===== config.mk =====
export PLATFORM = sky130hd
export DESIGN_NAME = scalar_result_wb
export DESIGN_NICKNAME = d
export VERILOG_FILES = /design/src/rtl/scalar_result_wb.sv
export SDC_FILE = /design/constraint.sdc
export NUM_CORES = 1
export LEC_CHECK = 0
export ABC_AREA = 1
export BUFFER_PORTS_ARGS = -buffer_cell sky130_fd_sc_hd__buf_2
export CAP_MARGIN = 20
export CORE_MARGIN = 5
export CORE_UTILIZATION = 45
export DETAILED_ROUTE_END_ITERATION = 6
export PLACE_DENSITY = 0.68
export SLEW_MARGIN = 20
export SYNTH_ARGS = -nofsm -noshare
export SYNTH_HDL_FRONTEND = slang
export SYNTH_SLANG_ARGS = --single-unit

===== constraint.sdc =====
create_clock -name clk -period 4.97 [get_ports clk]
set_input_delay 0.994 -clock clk [delete_from_list [all_inputs] [get_ports clk]]
set_output_delay 0.994 -clock clk [all_outputs]
set_load 0.03 [all_outputs]

===== src/rtl/scalar_result_wb.sv =====
// -----------------------------------------------------------------------------
// scalar_result_wb
//   Writeback path from the vector unit to the scalar register file
//   (vmv.x.s / vfmv.f.s). Each accepted element is narrowed to the active
//   SEW and extended back to 64 bits. The extended value is queued in a
//   small circular FIFO and presented to the scalar write port over a
//   valid/ready handshake.
//
//   Optional feature macro: SCALAR_WB_NANBOX_EN
//     defined   : FP destinations with SEW < 64 are NaN-boxed (upper bits = 1)
//     undefined : integer sign/zero extension for every element
//
// Parameters
//   DEPTH     FIFO entries; power of two, >= 2
//
// Ports
//   clk, rst            clock; asynchronous active-high reset
//   flush               synchronous flush; empties the FIFO
//   in_valid/in_ready   producer handshake (in_ready = !full && !flush)
//   in_data[63:0]       raw element; low SEW bits significant
//   in_sew[1:0]         00=8, 01=16, 10=32, 11=64
//   in_zext             1 = zero-extend, 0 = sign-extend
//   in_is_fp            FP destination
//   in_rd[4:0]          destination register index
//   wb_valid/wb_ready   consumer handshake
//   wb_data[63:0]       extended result of head entry (0 while empty)
//   wb_rd[4:0]          destination index of head entry
//   wb_is_fp            FP register-file select of head entry
//   count               occupancy
// -----------------------------------------------------------------------------
module scalar_result_wb #(
  parameter int DEPTH = 2
) (
  input  logic                       clk,
  input  logic                       rst,
  input  logic                       flush,
  input  logic                       in_valid,
  output logic                       in_ready,
  input  logic [63:0]                in_data,
  input  logic [1:0]                 in_sew,
  input  logic                       in_zext,
  input  logic                       in_is_fp,
  input  logic [4:0]                 in_rd,
  output logic                       wb_valid,
  input  logic                       wb_ready,
  output logic [63:0]                wb_data,
  output logic [4:0]                 wb_rd,
  output logic                       wb_is_fp,
  output logic [$clog2(DEPTH):0]     count
);

  localparam int AW = $clog2(DEPTH);
  localparam int CW = AW + 1;
  localparam logic [CW-1:0] FULL_CNT = CW'(DEPTH);

  typedef struct packed {
    logic [63:0] data;
    logic [4:0]  rd;
    logic        is_fp;
  } entry_t;

  // State
  logic [AW-1:0] wr_ptr_q, wr_ptr_d;
  logic [AW-1:0] rd_ptr_q, rd_ptr_d;
  logic [CW-1:0] count_q,  count_d;
  entry_t        mem_q [DEPTH];
  entry_t        mem_d [DEPTH];

  logic   full, empty, push, pop;
  logic   fill;
  logic [63:0] ext_data;
  entry_t new_entry;
  entry_t head;

  // ---------------------------------------------------------------------------
  // Narrow + extend at push time so the FIFO holds final values.
  // ---------------------------------------------------------------------------
  always_comb begin
    fill     = 1'b0;
    ext_data = in_data;
    unique case (in_sew)
      2'b00:   fill = in_zext ? 1'b0 : in_data[7];
      2'b01:   fill = in_zext ? 1'b0 : in_data[15];
      2'b10:   fill = in_zext ? 1'b0 : in_data[31];
      default: fill = 1'b0;
    endcase
`ifdef SCALAR_WB_NANBOX_EN
    // NaN-boxing overrides zext for narrow FP results.
    if (in_is_fp && in_sew != 2'b11) fill = 1'b1;
`endif
    unique case (in_sew)
      2'b00:   ext_data = {{56{fill}}, in_data[7:0]};
      2'b01:   ext_data = {{48{fill}}, in_data[15:0]};
      2'b10:   ext_data = {{32{fill}}, in_data[31:0]};
      default: ext_data = in_data;
    endcase
    new_entry.data  = ext_data;
    new_entry.rd    = in_rd;
    new_entry.is_fp = in_is_fp;
  end

  // ---------------------------------------------------------------------------
  // Handshakes. in_ready looks only at count and flush, so there is no
  // combinational path from wb_ready back to the producer.
  // ---------------------------------------------------------------------------
  always_comb begin
    full     = (count_q == FULL_CNT);
    empty    = (count_q == '0);
    in_ready = !full && !flush;
    wb_valid = !empty;
    push     = in_valid && in_ready;
    pop      = wb_valid && wb_ready;
  end

  // ---------------------------------------------------------------------------
  // Next-state: pointers, count, storage. Flush wins over push and pop; a
  // pop coinciding with flush is simply absorbed by the clear.
  // ---------------------------------------------------------------------------
  always_comb begin
    wr_ptr_d = wr_ptr_q;
    rd_ptr_d = rd_ptr_q;
    count_d  = count_q;
    for (int i = 0; i < DEPTH; i++) mem_d[i] = mem_q[i];

    if (flush) begin
      wr_ptr_d = '0;
      rd_ptr_d = '0;
      count_d  = '0;
    end else begin
      if (push) begin
        mem_d[wr_ptr_q] = new_entry;
        wr_ptr_d        = wr_ptr_q + 1'b1; // wraps modulo DEPTH (power of two)
      end
      if (pop) rd_ptr_d = rd_ptr_q + 1'b1;
      unique case ({push, pop})
        2'b10:   count_d = count_q + 1'b1;
        2'b01:   count_d = count_q - 1'b1;
        default: count_d = count_q;
      endcase
    end
  end

  always_ff @(posedge clk or posedge rst) begin
    if (rst) begin
      wr_ptr_q <= '0;
      rd_ptr_q <= '0;
      count_q  <= '0;
    end else begin
      wr_ptr_q <= wr_ptr_d;
      rd_ptr_q <= rd_ptr_d;
      count_q  <= count_d;
    end
  end

  // Storage needs no reset: outputs are masked while empty.
  always_ff @(posedge clk) begin
    for (int i = 0; i < DEPTH; i++) mem_q[i] <= mem_d[i];
  end

  // ---------------------------------------------------------------------------
  // Head-entry outputs. Held stable during a stall because the read pointer
  // only moves on a pop and the head slot is never written while occupied.
  // ---------------------------------------------------------------------------
  always_comb begin
    head     = mem_q[rd_ptr_q];
    wb_data  = wb_valid ? head.data  : 64'd0;
    wb_rd    = wb_valid ? head.rd    : 5'd0;
    wb_is_fp = wb_valid ? head.is_fp : 1'b0;
    count    = count_q;
  end

endmodule

==> impl_metrics.ini <==
[finish]
finish.utilization = 0.561
drive_gt1_frac = 0.344
areaGrowthSynthToFinish_pct = 23.5
n_antenna_cell = 0
multiInputGateArea_um2 = 1730
fillerInstances = 1177
fin_nets = 783
stdcell_area_um2 = 7700
final-seq-area_um2 = 4310

[clock_tree]
cts_tree = done
cts_num_sinks = 144
root_buffer = clkbuf_16
cts_buffers = 17
cts_htree_levels = 4
clk_pin_slew_ns = 0.06
clock_path_buffers = 2
postCtsResizedCells = 0
worstSkewPairLatency_ns = 0.41
hold_buffers = 0
post_cts_buffers = 0

[worst_setup_path]
worstSetupStartpointType = register
crit_chain = clkinv_2 > buf_4 > nand2_1 > a21oi_1 > buf_2
path_class = register to primary output
critPathTopFamily = buffers and inverters
reg2reg_slack_ns = 2.56
crit_slowest_cell = clkinv_2
critPathMaxStageDelay_ns = 0.66
cp.required_ns = 3.98
crit_path_end_kind = primary output
path_max_fanout = 59
path_buf_inv = 3
critPathArrivalTime_ns = 2.29

[die]
num_rows = 43
die_x_um = 128
io_pins = 152
die-height_um = 128
fp.coreArea_um2 = 13700
dieArea_um2 = 16300
initial_utilization = 0.454

[global_route]
grt_antenna_before_repair = 0
grt_pass1_vias = 4473
grtUsageTotal = 0.180
grt_pass1_wl_um = 22700
grt_max_degree = 71
grt_overflow_total = 0

[timing]
clock-skew-final_ns = 0.00362
max-slew-margin-rel = 0.415
hold_violations = 0
setup_tns_ns = 0
grt_setup_unrepaired = no
setup-violations-final = 0
fmax_mhz = 304
finalCritPeriodShare = 0.661
final_max_slew_viol_count = 0
worst_pin_slew_ns = 0.877
min_period_ns = 3.28

[placed_design]
io_buffers = 151
gp_congestion = 0.736
dpl_cell_area_um2 = 7110
place_hpwl_um = 8900

[logic_synthesis]
netlist_area_um2 = 6230
synth_top_family_by_area = simple AND/OR/NAND/NOR gates
synth_nets = 637
synthAdderAreaFrac = 0.0100
yosys.area_share.xor_xnor = 0
synth-compound-area-share = 0.0692
synth-simple-area-share = 0.195
yosysUniqueCellTypes = 22
synthMuxAreaShare = 0
syn_inst = 554
ys_ff_latch = 144
yosys_warnings = 0
syn_avg_cell_area_um2 = 11.3
yosysSeqAreaShare = 0.690

[routing]
routed_wire_length_per_instance_um = 15.8
dr.pass1.iters = 4
drc_errors = 0
drt_wl_total_um = 14100
drtIter0Drc = 327
drtAntennaViolNets = 0
vias_per_cell = 4.93
num_vias = 4402

[power_and_ir_drop]
leakage_nw = 3.34
ir_drop_mv = 0.186
powerDensity_nw_per_um2 = 436

[job]
cap_viol_max_count = 0

[min_path]
hold_class = primary input to asynchronous set/reset pin

[status]
run_status = complete, no violations
## state kept, by name (all words and copies together), names as in the netlist
| signal | cells |
|---|---|
| count | 2 |
| mem_q | 140 |
| rd_ptr_q | 1 |
| wr_ptr_q | 1 |
## cell usage after synthesis
cell | count | area, um^2
nand3_2 | 3 | 30.0
nand3_4 | 1 | 17.5
ha_1 | 5 | 62.6
nand2_2 | 41 | 257
clkbuf_1 | 17 | 63.8
a21oi_1 | 72 | 360
nor2_2 | 2 | 12.5
o211ai_4 | 1 | 21.3
or2_1 | 1 | 6.26
nand3_1 | 7 | 35.0
buf_2 | 10 | 50.1
dfrtp_1 | 4 | 100
inv_2 | 4 | 15.0
or2_4 | 1 | 8.76
nand2_1 | 216 | 811
o21ai_1 | 8 | 40.0
buf_6 | 6 | 67.6
nor3_4 | 1 | 16.3
inv_1 | 7 | 26.3
nor2_1 | 5 | 18.8
edfxtp_1 | 140 | 4200
o21ai_0 | 2 | 10.0
## kinds of logic after synthesis
logic type / Yosys count
AND/OR/NAND/NOR: 278
flip-flops: 144
AO/OA/AOI/OAI: 83
buffers and inverters: 44
adder cells (fa/ha/maj): 5
## cell type report
type / instances / area share
tap: 180 / 0.0293
multi-input combinational: 366 / 0.224
inverter: 11 / 0.00553
clock buffer: 18 / 0.0558
sequential: 144 / 0.559
clock inverter: 14 / 0.0161
timing repair buffer: 160 / 0.110
## per-stage QoR
stage | setup slack (ns) | hold WS (ns) | cells | total power, mW
after detailed placement | 1.85 | 0.565 | 860 | 2.19
final | 1.69 | 0.459 | 893 | 3.35
after global placement | 1.95 | 0.564 | 860 | 2.18
after CTS | 1.46 | 0.446 | 892 | 3.37
after floorplan | 0.234 | 0.482 | 554 | 1.97
after global routing | 1.49 | 0.454 | 893 | 3.50
## placed cells by master, fill, tap and decap left out
master / n
nand3_4: 1
inv_1: 7
o21ai_0: 2
o21ai_1: 8
clkinvlp_4: 3
nor2_4: 3
buf_4: 8
nand3_1: 7
a21oi_1: 72
bufinv_16: 2
clkbuf_1: 1
clkinv_2: 7
clkbuf_16: 17
or2_4: 1
nand2_1: 216
ha_1: 5
nor2_2: 1
dfrtp_1: 3
inv_2: 3
nor3_4: 1
nand2_2: 41
edfxtp_1: 140
nor2_1: 3
or2_1: 1
dfrtp_2: 1
clkinv_1: 3
o211ai_4: 1
nand3_2: 3
buf_2: 151
buf_16: 1
## layer usage
layer  track usage  routed length (um)
met1         0.233                6210
met3        0.0500                 958
met4        0.0687                 203
met5             0                   0
met2         0.290                6760
## worst reg2reg max path: cells and delay by family (launching register included)
kind | cells | cell delay [ns]
buffers and inverters | 2 | 0.78
and+or+nand+nor | 3 | 0.73
DFF | 1 | 0.45
## power by group
group          total (mW)  internal [mW]  switching, mW
clock network        1.18          0.725          0.453
registers            1.45           1.42         0.0210
logic               0.731          0.194          0.537
## worst paths after layout
check | end | start | cells after the start
setup / recovery | wb_data[18] | rd_ptr_q$_DFFE_PP0P_ | 5
hold / removal | count[0]$_DFFE_PP0P_ | rst | 2
setup reg to reg | mem_q[0][13]$_DFFE_PP_ | count[0]$_DFFE_PP0P_ | 5
hold reg to reg | wr_ptr_q$_DFFE_PP0P_ | wr_ptr_q$_DFFE_PP0P_ | 1
max in group asynchronous | rd_ptr_q$_DFFE_PP0P_ | rst | 2
min in group clk | wr_ptr_q$_DFFE_PP0P_ | wr_ptr_q$_DFFE_PP0P_ | 1
(Power assumes the default switching activity.)
